`src/rtl/sm3_inpt_arb.sv`:
```
// ---------------------------------------------------------------------------
// sm3_inpt_arb
//   Message-level round-robin arbiter in front of the SM3 padding unit.
//   One requester owns the pad input from its first beat through its last
//   beat (req_lst), then the arbiter re-arbitrates.  Every grant pushes the
//   owner's index into a small FIFO.  Each cmprss_done pulse pops that FIFO,
//   so finished digests come back tagged with the requester that sent them.
//
// Ports
//   clk, rst_n          clock, asynchronous active-low reset
//   req_d               per-requester beat data, slot i = [i*INPT_DW +: INPT_DW]
//   req_vld_byte        per-requester byte valids, slot i = [i*BYTE_DW +: BYTE_DW]
//   req_vld / req_lst   per-requester beat valid / last beat of message
//   req_rdy             per-requester ready (only the granted one can be high)
//   msg_inpt_*          muxed stream to the pad unit (d, vld_byte, vld, lst, rdy)
//   cmprss_done         one-cycle pulse per finished digest, in message order
//   rslt_id_vld/rslt_id owner tag of the finished digest, one cycle later
//   gnt_id              current or last granted requester
//   busy                a message transfer is in progress
//   err_undrflw         sticky: cmprss_done seen with no owner recorded
// ---------------------------------------------------------------------------
module sm3_inpt_arb #(
   parameter int N_REQ     = 2,
   parameter int INPT_DW   = 32,
   parameter int BYTE_DW   = 4,
   parameter int OWN_DEPTH = 4,
   localparam int ID_W     = (N_REQ > 2) ? $clog2(N_REQ) : 1
) (
   input  logic                       clk,
   input  logic                       rst_n,
   input  logic [N_REQ*INPT_DW-1:0]   req_d,
   input  logic [N_REQ*BYTE_DW-1:0]   req_vld_byte,
   input  logic [N_REQ-1:0]           req_vld,
   input  logic [N_REQ-1:0]           req_lst,
   output logic [N_REQ-1:0]           req_rdy,
   output logic [INPT_DW-1:0]         msg_inpt_d,
   output logic [BYTE_DW-1:0]         msg_inpt_vld_byte,
   output logic                       msg_inpt_vld,
   output logic                       msg_inpt_lst,
   input  logic                       msg_inpt_rdy,
   input  logic                       cmprss_done,
   output logic                       rslt_id_vld,
   output logic [ID_W-1:0]            rslt_id,
   output logic [ID_W-1:0]            gnt_id,
   output logic                       busy,
   output logic                       err_undrflw
);

   localparam int PTR_W = $clog2(OWN_DEPTH);
   localparam int CNT_W = PTR_W + 1;

   typedef enum logic {S_IDLE = 1'b0, S_XFER = 1'b1} state_t;

   state_t            state_reg, state_next;
   logic [ID_W-1:0]   gnt_id_reg, gnt_id_next;
   logic [ID_W-1:0]   rr_ptr_reg, rr_ptr_next;

   // round-robin search result
   logic [ID_W-1:0]   pick_id;
   logic              pick_vld;
   int                srch_idx;

   // granted slot, selected only by in-range indices so unused codes give 0
   logic [INPT_DW-1:0] slot_d;
   logic [BYTE_DW-1:0] slot_vld_byte;
   logic               slot_vld;
   logic               slot_lst;

   // owner FIFO
   logic [ID_W-1:0]   own_mem [OWN_DEPTH];
   logic [PTR_W-1:0]  wr_ptr_reg, rd_ptr_reg;
   logic [CNT_W-1:0]  cnt_reg;
   logic              fifo_full, fifo_empty;
   logic              grant, push, pop, bypass, wr_en, undrflw;
   logic              lst_acc;

   logic              rslt_id_vld_reg;
   logic [ID_W-1:0]   rslt_id_reg;
   logic              err_undrflw_reg;

   assign fifo_full  = (cnt_reg == CNT_W'(OWN_DEPTH));
   assign fifo_empty = (cnt_reg == '0);

   // first requesting index at or after rr_ptr_reg, wrapping modulo N_REQ
   always_comb begin
      pick_vld = 1'b0;
      pick_id  = '0;
      srch_idx = 0;
      for (int k = 0; k < N_REQ; k++) begin
         srch_idx = int'(rr_ptr_reg) + k;
         if (srch_idx >= N_REQ) begin
            srch_idx = srch_idx - N_REQ;
         end
         if (!pick_vld && req_vld[srch_idx]) begin
            pick_vld = 1'b1;
            pick_id  = ID_W'(srch_idx);
         end
      end
   end

   always_comb begin
      slot_d        = '0;
      slot_vld_byte = '0;
      slot_vld      = 1'b0;
      slot_lst      = 1'b0;
      for (int i = 0; i < N_REQ; i++) begin
         if (gnt_id_reg == ID_W'(i)) begin
            slot_d        = req_d[i*INPT_DW +: INPT_DW];
            slot_vld_byte = req_vld_byte[i*BYTE_DW +: BYTE_DW];
            slot_vld      = req_vld[i];
            slot_lst      = req_lst[i];
         end
      end
   end

   assign grant   = (state_reg == S_IDLE) && pick_vld && !fifo_full;
   assign lst_acc = (state_reg == S_XFER) && slot_vld && slot_lst && msg_inpt_rdy;

   // ---------------- FSM: state register ----------------
   always_ff @(posedge clk or negedge rst_n) begin
      if (!rst_n) begin
         state_reg  <= S_IDLE;
         gnt_id_reg <= '0;
         rr_ptr_reg <= '0;
      end else begin
         state_reg  <= state_next;
         gnt_id_reg <= gnt_id_next;
         rr_ptr_reg <= rr_ptr_next;
      end
   end

   // ---------------- FSM: next state ----------------
   always_comb begin
      state_next  = state_reg;
      gnt_id_next = gnt_id_reg;
      rr_ptr_next = rr_ptr_reg;
      case (state_reg)
         S_IDLE: begin
            if (grant) begin
               gnt_id_next = pick_id;
               state_next  = S_XFER;
            end
         end
         S_XFER: begin
            if (lst_acc) begin
               rr_ptr_next = (gnt_id_reg == ID_W'(N_REQ - 1)) ? '0 : gnt_id_reg + 1'b1;
               state_next  = S_IDLE;
            end
         end
         default: state_next = S_IDLE;
      endcase
   end

   // ---------------- FSM: outputs ----------------
   // The idle cycle between messages is a deliberate arbitration bubble.
   always_comb begin
      msg_inpt_d        = '0;
      msg_inpt_vld_byte = '0;
      msg_inpt_vld      = 1'b0;
      msg_inpt_lst      = 1'b0;
      req_rdy           = '0;
      busy              = 1'b0;
      if (state_reg == S_XFER) begin
         busy              = 1'b1;
         msg_inpt_d        = slot_d;
         msg_inpt_vld_byte = slot_vld_byte;
         msg_inpt_vld      = slot_vld;
         msg_inpt_lst      = slot_lst;
         for (int i = 0; i < N_REQ; i++) begin
            req_rdy[i] = msg_inpt_rdy && (gnt_id_reg == ID_W'(i));
         end
      end
   end

   // ---------------- owner FIFO ----------------
   // A pop against an empty FIFO that is being pushed in the same cycle
   // hands the new ID straight through; memory and pointers stay untouched.
   assign push    = grant;
   assign bypass  = cmprss_done && push && fifo_empty;
   assign pop     = cmprss_done && !fifo_empty;
   assign wr_en   = push && !bypass;
   assign undrflw = cmprss_done && fifo_empty && !push;

   always_ff @(posedge clk) begin
      if (wr_en) begin
         own_mem[wr_ptr_reg] <= pick_id;
      end
   end

   always_ff @(posedge clk or negedge rst_n) begin
      if (!rst_n) begin
         wr_ptr_reg      <= '0;
         rd_ptr_reg      <= '0;
         cnt_reg         <= '0;
         rslt_id_vld_reg <= 1'b0;
         rslt_id_reg     <= '0;
         err_undrflw_reg <= 1'b0;
      end else begin
         if (wr_en) begin
            wr_ptr_reg <= wr_ptr_reg + 1'b1;
         end
         if (pop) begin
            rd_ptr_reg <= rd_ptr_reg + 1'b1;
         end
         case ({wr_en, pop})
            2'b10:   cnt_reg <= cnt_reg + 1'b1;
            2'b01:   cnt_reg <= cnt_reg - 1'b1;
            default: cnt_reg <= cnt_reg;
         endcase
         rslt_id_vld_reg <= pop || bypass;
         if (pop) begin
            rslt_id_reg <= own_mem[rd_ptr_reg];
         end else if (bypass) begin
            rslt_id_reg <= pick_id;
         end
         if (undrflw) begin
            err_undrflw_reg <= 1'b1;
         end
      end
   end

   assign rslt_id_vld = rslt_id_vld_reg;
   assign rslt_id     = rslt_id_reg;
   assign gnt_id      = gnt_id_reg;
   assign err_undrflw = err_undrflw_reg;

endmodule

```
`config.mk`:
```
export PLATFORM = sky130hd
export DESIGN_NAME = sm3_inpt_arb
export DESIGN_NICKNAME = d
export VERILOG_FILES = /design/src/rtl/sm3_inpt_arb.sv
export SDC_FILE = /design/constraint.sdc
export NUM_CORES = 1
export LEC_CHECK = 0
export CORE_UTILIZATION = 30
export CTS_CLUSTER_DIAMETER = 60
export DETAILED_ROUTE_END_ITERATION = 10
export PLACE_DENSITY = 0.74
export SYNTH_ARGS = -nofsm -noshare
export SYNTH_HDL_FRONTEND = slang
export SYNTH_SLANG_ARGS = --single-unit
```
`constraint.sdc`:
```
create_clock -name clk -period 2.94 [get_ports clk]
set_clock_uncertainty 0.15 [all_clocks]
set_input_delay 0.294 -clock clk [delete_from_list [all_inputs] [get_ports clk]]
set_output_delay 0.294 -clock clk [all_outputs]
set_load 0.03 [all_outputs]
```
Word-level counts from Yosys, hierarchy flattened. Memory sizes are Yosys's and may differ from the RTL's. Index checks and enable logic that the tools add are counted.

Equal/unequal tests: 3. Multiplexer cells: 31. Bitwise operators: 2. Add/subtract/negate cells: 8. Reductions and logical operators: 25. Magnitude comparators: 4.

Operator list (number): 32-bit 2-to-1 mux (4); 32-bit by 3-bit less-than comparator with 1-bit output, second input constant (2); 1-bit 2-to-1 mux (22); 1-bit logical AND (14); 4-bit 2-to-1 mux (2); 3-bit case mux with 2 select lines (1); 1-bit zero test (5); 2-bit by 1-bit adder with 2-bit output, second input constant (2); 2-bit AND reduction (2); 2-bit nonzero test (2); 3-bit by 1-bit adder with 3-bit output, second input constant (1); 3-bit == test, second input constant (1); 3-bit zero test (1); 1-bit by 2-bit subtractor with 3-bit output, second input constant (1); 2-bit by 2-bit subtractor with 3-bit output, second input constant (1); 3-bit by 1-bit subtractor with 3-bit output, second input constant (1); 1-bit by 1-bit adder with 2-bit output, second input constant (1); 2-bit by 1-bit == test with 1-bit output, second input constant (1); 2-bit == test, second input constant (1); 1-bit by 2-bit greater-or-equal comparator with 1-bit output, second input constant (1); 2-bit greater-or-equal comparator, second input constant (1); 2-bit 2-to-1 mux (1); 1-bit NOT (2); 1-bit case mux with 2 select lines (1); other kinds (2) (2).

Memories kept: 1. Bits in registers: 13. Bits of input ports: 80. Output and inout port bits: 45. Bits in writable memories: 4.

Memories: own_mem (words 4, bits a word 1, read ports 1, clocked after memory_dff 0, wr ports 1, line 70) `logic [ID_W-1:0] own_mem [OWN_DEPTH];`.

Longest topological paths before layout. Gate-level depths: netlist of run 1.

Word-level depth: 17. Gate-level depth with buffers: 8. Mapped depth without buffers: 8.

Worst setup path before layout of run 1. No wires, ideal clock.

Kind: register -> register. Start point: reg state_reg. End point: reg cnt_reg[2]. Arrival time: 1.943 ns. Period minus slack after synthesis: 2.218 ns. Required time: 2.665 ns. Cell stages (with the launch flop): 9. Path buffers: 0. Setup slack: 0.722 ns. Library setup time: 0.125 ns. Cell sequence: dfrtp_1 -> o21bai_4 -> a21oi_4 -> inv_1 -> ha_1 -> fa_1 -> xnor2_1 -> nor2_1 -> xor2_1.

Longest elaborated chain between the ends: 9. Elaborated cells on any way between the ends: 11.

RTL lines: start: declaration (line 54) `state_t state_reg, state_next;`; start signal: assignment (line 126) `state_reg <= state_next;`; 1-bit NOT (*); 1-bit logical AND (*) (2 in a row) (line 116) `assign grant = (state_reg == S_IDLE) && pick_vld && !fifo_full;`; 1-bit logical AND (2 in a row) (line 179) `assign bypass = cmprss_done && push && fifo_empty;`; 1-bit zero test (line 181) `assign wr_en = push && !bypass;`; 1-bit logical AND (*) (line 181); 2-bit by 1-bit == test with 1-bit output / 2-bit == test (equally long branches) (line 205) `case ({wr_en, pop})`; 3-bit case mux with 2 select lines / 2-bit nonzero test (equally long branches); end signal: assignment (line 206) `2'b10: cnt_reg <= cnt_reg + 1'b1;`; end signal: assignment (line 207) `2'b01: cnt_reg <= cnt_reg - 1'b1;`; end signal: assignment (line 208) `default: cnt_reg <= cnt_reg;`; end: declaration (line 72) `logic [CNT_W-1:0] cnt_reg;`.

Mark *: on every way between the ends. The rest lies on a longest branch, timed or not. A chain may end at the register's enable or synchronous reset.

Final worst setup path of run 1.
Start point: reg gnt_id_reg (netlist: gnt_id). End point: out msg_inpt_d[29].

Longest elaborated chain between the ends: 2.

RTL lines: start: declaration (line 55) `logic [ID_W-1:0] gnt_id_reg, gnt_id_next;`; start signal: assignment (line 127) `gnt_id_reg <= gnt_id_next;`; 32-bit 2-to-1 mux (line 107) `if (gnt_id_reg == ID_W'(i)) begin`; 32-bit 2-to-1 mux (line 163) `if (state_reg == S_XFER) begin`; end: declaration (line 36) `output logic [INPT_DW-1:0] msg_inpt_d,`.

Every way passes these cells.

==> results of run 1 <==
## layout make-up
type,instances,area [um^2],share of cell area
sequential,17,447,0.151
inverter,8,30.0,0.0101
tap,70,87.6,0.0295
multi-input combinational,122,1050,0.355
clock buffer,4,45.0,0.0152
timing repair buffer,129,1300,0.439
## worst max-delay path, stage by stage (launching register included)
cell             delay, ns
dfrtp_2               0.76
buf_4                 0.27
mux2i_1               0.08
nor2b_1               0.12
clkdlybuf4s50_1       0.67
## power groups by stage
stage / sequential [W] / combinational (W) / clock (W)
global route: 0.000517 / 0.00209 / 0.000190
detailed placement: 0.000507 / 0.00197 / 0
global placement: 0.000502 / 0.00194 / 0
CTS: 0.000503 / 0.00197 / 0.000177
finish: 0.000501 / 0.00195 / 0.000172
floorplan: 0.000469 / 0.00123 / 0
## logic make-up after synthesis
family | after synthesis
buf+inv | 17
xor+xnor | 6
simple gates | 56
flops | 17
mux | 42
fa+ha+maj | 6
compound gates | 12
## per-stage QoR
stage | instance area, um^2 | hold WS (ns)
final | 2970 | 0.253
after global routing | 2970 | 0.299
after CTS | 2970 | 0.280
after detailed placement | 2920 | 0.296
after global placement | 2920 | 0.292
after floorplan | 1580 | -0.152
## synth_stat cells (2+ instances only)
library cell / instances / area (um^2)
nor2b_1: 38 / 238
o31ai_1: 3 / 22.5
a21o_1: 2 / 15.0
nand2_1: 2 / 7.51
buf_2: 2 / 10.0
nor2_1: 5 / 18.8
buf_4: 3 / 22.5
ha_1: 5 / 62.6
xnor2_1: 5 / 43.8
clkbuf_1: 4 / 15.0
inv_1: 8 / 30.0
and2_1: 5 / 31.3
edfxtp_1: 4 / 120
dfrtp_1: 13 / 325
mux2i_1: 37 / 370
## worst max path at each step
stage,startpoint,end,depth (start not counted)
after floorplan,state_reg,cnt_reg[2],8
after global placement,cmprss_done,cnt_reg[2],9
after detailed placement,cmprss_done,cnt_reg[2],9
after CTS,gnt_id,msg_inpt_d[29],4
after global routing,gnt_id,msg_inpt_d[29],4
final,gnt_id,msg_inpt_d[29],4
## layer usage
layer,track usage,vias up
li1,-,780
met4,0.0314,0
met2,0.299,60
met3,0.0420,2
met5,0,-
met1,0.195,690
## cell usage in the layout, fill, tap and decap left out, types with 2 or more instances in the layout
cell type        count
clkdlybuf4s50_1    124
nor2b_1             38
mux2i_1             37
dfrtp_1             12
inv_1                8
nor2_1               5
and2_1               5
xnor2_1              5
ha_1                 5
edfxtp_1             4
o31ai_1              3
clkbuf_8             3
buf_4                3
nand2_1              2
a21o_1               2
buf_12               2
==> impl_metrics.toml, run 1 <==
[synthesis]
synthArstFlopShare = 0.765
synthMuxAreaShare = 0.282
synth-seq-area-share = 0.283
synth_ff_type = "dfrtp_1"
syn_nets = 242
synth-edff-count = 4
synth_top_family_by_area = "multiplexers"
netlist_area_um2 = 1580
ys_types = 35
synth_xor_xnor_area_share = 0.0333
synthSimpleGateAreaFrac = 0.214
synth_compound_area_frac = 0.0865
syn_area_per_cell_um2 = 10.1
synth.ff_latch_count = 17
synth_fa_ha_area_frac = 0.0524
ys_warn_count = 0
synthCells = 156

[drt]
highest_layer = "met4"
avgRoutedWirePerCell_um = 13.6
num_vias = 1532
drt_pass1_iterations = 4
antenna_left = 0
met1_length_um = 1890
wl_met2_um = 2490
drt_drc_violations_left = 0
drt_iter0_markers = 22
route.met3.wl_um = 379
wirelength_um = 4780
avgViaCountPerCell = 4.38

[timing]
rsz0062_at_grt = "false"
final-hold-violation-count = 0
setup_viol = 0
tightest_slew_ns = 0.609
period_minus_slack_ns = 2.60
finalWorstSetupSlack_ns = 0.337
finalSetupTns_ns = 0
maxSlewHeadroom = 0.594
maxSlewViolCount = 0
max_freq_mhz = 384
fin_crit_sh = 0.885

[critical_path]
worstPathRequired_ns = 2.50
timing.rr.start = "cnt_reg[0]"
arrival_ns = 2.16
crit_path_start_kind = "register"
reg2reg_to = "cnt_reg[2]"
worst-r2r-setup-slack_ns = 0.58
worst_setup_path_end_kind = "primary output"
path_class = "register to primary output"
crit_fanout = 20
rr_worst_depth = 7

[grt]
grt_max_degree = 23
grt_usage = 0.164
antenna_found_initial = 0
grt_pass1_wl_um = 6890
grt_pass1_vias = 1449
grt_overflow_total = 0

[placement]
dp_hpwl_um = 4040
gp_congestion = 0.756
port_buffers = 124
dp_slack_ns = 0.319
placed_cells = 346

[power]
p_int_w = 0.00141
ir_drop_uv = 352
cellPowerDensity_nw_per_um2 = 883
p_seq_frac = 0.191
p_total_w = 0.00262
p_sw_w = 0.00121
p_comb_frac = 0.743
p_leak_nw = 1.16
switching_share = 0.462
clkPwrFrac = 0.065

[die]
die_x_um = 74.5
io_pins = 125
placementRows = 26
initial_core_util = 0.311
coreArea_um2 = 5070
dieArea_um2 = 5550
die_h_um = 74.5

[layout]
fin_util = 0.585
nets = 367
finalNonFillerCells = 350
diodes = 0
num-fill-cells = 489
largest_register_ffs = 4
syn_to_final_growth_pct = 88.2
drive_gt1_frac = 0.0679

[clock_tree]
clk_pin_slew_worst_paths_ns = 0.06
cts_hold_buf = 0
cts_tree = "done"
clock_sinks = 17
cts_setup_buffers = 0
cts_root_buffer = "clkbuf_8"
clk_latency_ns = 0.25
cts_buffers = 3
ctsHtreeMaxLevel = 1
postCtsResizedCells = 0
clockBufferDepth = 2

[hold_path]
hold_class = "primary input to asynchronous set/reset pin"

[flow_run]
maxCapViolCount = 0

[run_status]
status = "complete, no violations"
Power figures use the tool's default switching activity.
==> inputs of run 2 (changes only) <==
--- a/config.mk
+++ b/config.mk
@@ -8,4 +8,5 @@
 export CORE_UTILIZATION = 30
 export CTS_CLUSTER_DIAMETER = 60
+export CTS_CLUSTER_SIZE = 16
 export DETAILED_ROUTE_END_ITERATION = 10
 export PLACE_DENSITY = 0.74
--- a/constraint.sdc
+++ b/constraint.sdc
@@ -3,3 +3,3 @@
 set_input_delay 0.294 -clock clk [delete_from_list [all_inputs] [get_ports clk]]
 set_output_delay 0.294 -clock clk [all_outputs]
-set_load 0.03 [all_outputs]
+set_load 0.01 [all_outputs]
==> run 2 against run 1 <==
Against the previous run:
- clock power barely moved
- first-iteration DRC count rose to 2.5 times the previous value
- sequential power fell by 15%
- wire length fell by 3.8%
- flip-flop and latch count did not move
- critical path depth rose by 5
- worst setup slack improved by 0.24 ns
- largest cell class unchanged
==> impl_metrics.toml, run 2 (synthesis gave the netlist of run 1 again) <==
[clock_tree]
cts_setup_buffers = 0
cts_tree = "done"
clockBufferDepth = 2
postCtsResizedCells = 0
cts_root_buffer = "clkbuf_8"
clk_pin_slew_worst_paths_ns = 0.07
ctsHtreeMaxLevel = 1
cts_buffers = 3
clock_sinks = 17
clk_latency_ns = 0.26
cts_hold_buf = 0

[layout]
final_cell_mix = "clkdlybuf4s50_1 (124), nor2b_1 (38), mux2i_1 (37), dfrtp_1 (12), inv_1 (8)"
fin_util = 0.578
num-fill-cells = 467
diodes = 0
nets = 364
seq_area_um2 = 447
layout_commonest_cell = "clkdlybuf4s50_1"
syn_to_final_growth_pct = 86.0
drive_gt1_frac = 0.0614
multi_input_area_um2 = 1050
largest_register_ffs = 4

[grt]
antenna_found_initial = 0
grt_overflow_total = 0
grt_usage = 0.152
grt_pass1_wl_um = 6400
grt_pass1_vias = 1334
grt_max_degree = 44

[power]
ir_drop_uv = 473
cellPowerDensity_nw_per_um2 = 751
p_leak_nw = 1.15

[critical_path]
worst_setup_path_end_kind = "register"
worstPathRequired_ns = 2.93
crit_fanout = 7
crit_path_start_kind = "primary input"
arrival_ns = 2.35
rr_worst_depth = 7
path_class = "primary input to register"

[placement]
dp_hpwl_um = 3690
gp_congestion = 0.700
port_buffers = 124
dp_slack_ns = 0.297

[drt]
avgViaCountPerCell = 4.44
drt_drc_violations_left = 0
drt_iter0_markers = 55
avgRoutedWirePerCell_um = 13.2
antenna_left = 0
num_vias = 1539
wirelength_um = 4600
drt_pass1_iterations = 6

[die]
dieArea_um2 = 5550
coreArea_um2 = 5070
placementRows = 26
io_pins = 125
die_x_um = 74.5
die_h_um = 74.5
initial_core_util = 0.311

[timing]
tightest_slew_ns = 0.609
fin_crit_sh = 0.805
setup_viol = 0
period_minus_slack_ns = 2.37
finalWorstSetupSlack_ns = 0.574
maxSlewViolCount = 0
maxSlewHeadroom = 0.593
finalSetupTns_ns = 0
final-hold-violation-count = 0
rsz0062_at_grt = "false"
max_freq_mhz = 423

[hold_path]
hold_class = "primary input to asynchronous set/reset pin"

[run_status]
status = "complete, no violations"

[flow_run]
maxCapViolCount = 0
## run 2: changes by cell type in the layout (fill, tap and decap cells not counted)
cell      previous run  this run
buf_12               2         1
buf_4                3         1
clkbuf_1             1         0
clkinv_2             0         1
## run 2: metrics by stage
| step | std cells | area [um^2] | total power (W) | hold WS, ns |
|---|---|---|---|---|
| CTS | 347 | 2930 | 0.00223 | 0.277 |
| finish | 347 | 2930 | 0.00220 | 0.270 |
| floorplan | 156 | 1580 | 0.00133 | -0.152 |
| global route | 347 | 2930 | 0.00238 | 0.325 |
| global placement | 343 | 2890 | 0.00203 | 0.291 |
| detailed placement | 343 | 2890 | 0.00205 | 0.297 |
## run 2: report_power, final
part,switching (W),internal (W)
registers,0.0000856,0.000340
clock network,0.0000801,0.0000941
logic,0.000662,0.000940
## run 2: routing by layer
metal,up-vias,GRT usage,part of all wire,wire length [um]
li1,770,-,-,-
met1,701,0.185,0.39,1800
met2,63,0.260,0.51,2350
met3,5,0.0501,0.088,404
met4,0,0.0377,0.010,46
met5,-,0,0,0
## run 2: layout make-up
cell class                 count  share of cell area
tap                           70              0.0299
clock inverter                 1             0.00171
multi-input combinational    122               0.359
timing repair buffer         126               0.433
sequential                    17               0.152
clock buffer                   3              0.0141
inverter                       8              0.0102
## run 2: worst paths after layout
kind,startpoint,end,slack (ns)
worst max-delay path,cmprss_done,cnt_reg[2],0.57
worst min-delay path,rst_n,rr_ptr_reg,0.27
worst max register to register,cnt_reg[0],cnt_reg[2],0.66
worst min register to register,err_undrflw,err_undrflw,0.31
max in group asynchronous,rst_n,gnt_id,1.94
min in group clk,err_undrflw,err_undrflw,0.31
## run 2: critical path, cell delays in order
cell and delay, ns:
clkdlybuf4s50_1 0.49, or2_1 0.28, a21oi_4 0.24, inv_1 0.07, ha_1 0.24, fa_1 0.38, xnor2_1 0.16, nor2_1 0.06
xor2_1 0.14
==> inputs of run 3 (changes only) <==
clock period = 2.4 ns   (was 2.94 ns; I/O delays follow)
==> run 3 against run 2 <==
Against the previous run:
- largest power group unchanged
- sequential power rose by 23%
- via count rose by 0.39%
- clock-buffer cell count did not move
- combinational power rose by 24%
- first-iteration DRC count rose by 5.5%
- clock power rose by 25%
- power rose by 24%
- critical path depth fell by 2
- cell count rose by 1.7%
==> impl_metrics.toml, run 3 (synthesis gave the netlist of run 1 again) <==
[grt]
grt_usage = 0.150
grt_max_degree = 44
busiest_layer = "met2"
grt_overflow_total = 0
grt_use_met2 = 0.259
met3_usage = 0.0501
grt_pass1_wl_um = 6360
grt_pass1_vias = 1355
antenna_found_initial = 0
use_met1 = 0.186

[die]
dieArea_um2 = 5550
die_h_um = 74.5
io_pins = 125
coreArea_um2 = 5070
die_x_um = 74.5
initial_core_util = 0.311
placementRows = 26

[drt]
avgViaCountPerCell = 4.38
drt_pass1_iterations = 4
drt_drc_violations_left = 0
antenna_left = 0
avgRoutedWirePerCell_um = 12.6
wirelength_um = 4440
drt_iter0_markers = 58
num_vias = 1545

[clock_tree]
clk_pin_slew_worst_paths_ns = 0.07
clk_latency_ns = 0.25
cts_hold_buf = 0
ctsHtreeMaxLevel = 1
cts_buffers = 3
cts_setup_buffers = 0
cts_root_buffer = "clkbuf_8"
clock_sinks = 17
postCtsResizedCells = 0
clockBufferDepth = 2
cts_tree = "done"

[layout]
syn_to_final_growth_pct = 89.0
layout_commonest_cell = "clkdlybuf4s50_1"
nets = 370
final_cell_mix = "clkdlybuf4s50_1 (124), nor2b_1 (38), mux2i_1 (37), dfrtp_1 (12), inv_1 (8)"
num-fill-cells = 454
diodes = 0
largest_register_ffs = 4
finalNonFillerCells = 353
final_cell_area_um2 = 2980
drive_gt1_frac = 0.0813
fin_util = 0.587

[critical_path]
path_class = "register to register"
cp-startpoint = "cnt_reg[1]"
timing.rr.start = "cnt_reg[1]"
arrival_ns = 2.23
rr_worst_depth = 7
reg2reg_to = "cnt_reg[2]"
crit_fanout = 5
crit_path_start_kind = "register"
worst_setup_path_end_kind = "register"
critical_path.endpoint = "cnt_reg[2]"
worst-r2r-setup-slack_ns = 0.16
worstPathRequired_ns = 2.39

[power]
cellPowerDensity_nw_per_um2 = 916
ir_drop_uv = 359
clkPwrFrac = 0.080
p_comb_frac = 0.728
p_leak_nw = 1.17
p_int_w = 0.00171
p_sw_w = 0.00102
p_seq_frac = 0.192
switching_share = 0.372

[hold_path]
hold_class = "primary input to asynchronous set/reset pin"

[timing]
rsz0062_at_grt = "false"
maxSlewHeadroom = 0.612
period_minus_slack_ns = 2.24
setup_viol = 0
fin_crit_sh = 0.932
final-hold-violation-count = 0
maxSlewViolCount = 0
tightest_slew_ns = 0.581
max_freq_mhz = 447
finalSetupTns_ns = 0
finalWorstSetupSlack_ns = 0.164

[placement]
dp_slack_ns = 0.0384
dp_hpwl_um = 3630
placed_cells = 349
port_buffers = 124
place_area_um2 = 2930
gp_congestion = 0.704

[run_status]
status = "complete, no violations"

[flow_run]
maxCapViolCount = 0
[run 3: cell types whose count changed in the layout (fill, tap and decap cells not counted)]
cell and change:
clkinv_2 -1, buf_4 +6, clkinvlp_4 +1
[run 3: final cells by class]
type | instances | area [um^2] | share of cell area
inverter | 8 | 30.0 | 0.0101
tap | 70 | 87.6 | 0.0294
clock inverter | 1 | 7.51 | 0.00252
timing repair buffer | 132 | 1310 | 0.441
sequential | 17 | 447 | 0.150
clock buffer | 3 | 41.3 | 0.0139
multi-input combinational | 122 | 1050 | 0.353
[run 3: per-layer routing]
metal  wire length [um]  vias to the layer above
met5                  0                        -
met4                  0                        0
met1               1720                      694
met2               2320                       69
li1                   -                      782
met3                400                        0
[run 3: worst min path at each step]
stage	startpoint	endpoint	slack, ns	depth (start not counted)
after floorplan	rst_n	cnt_reg[0]	-0.21	0
after global placement	err_undrflw	err_undrflw	0.30	1
after detailed placement	err_undrflw	err_undrflw	0.30	1
after CTS	rst_n	cnt_reg[1]	0.24	1
after global routing	rst_n	err_undrflw	0.26	1
final	rst_n	cnt_reg[1]	0.20	1
[run 3: metrics by stage]
stage	total power [W]	hold WS (ns)
6_report	0.00273	0.203
5_1_grt	0.00295	0.260
4_1_cts	0.00277	0.236
3_5_place_dp	0.00255	0.296
3_3_place_gp	0.00251	0.296
2_1_floorplan	0.00163	-0.206
[run 3: worst max-delay path, cell delays in order (launching register included)]
cell	delay [ns]
dfrtp_1	0.45
o31ai_1	0.46
inv_1	0.09
ha_1	0.24
fa_1	0.39
xnor2_1	0.16
nor2_1	0.06
xor2_1	0.13
[run 3: power groups by stage]
stage,Clock (W),Sequential (W),Combinational (W)
final,0.000218,0.000525,0.00199
after global routing,0.000241,0.000543,0.00216
after CTS,0.000227,0.000527,0.00202
after detailed placement,0,0.000531,0.00202
after global placement,0,0.000525,0.00199
after floorplan,0,0.000523,0.00110
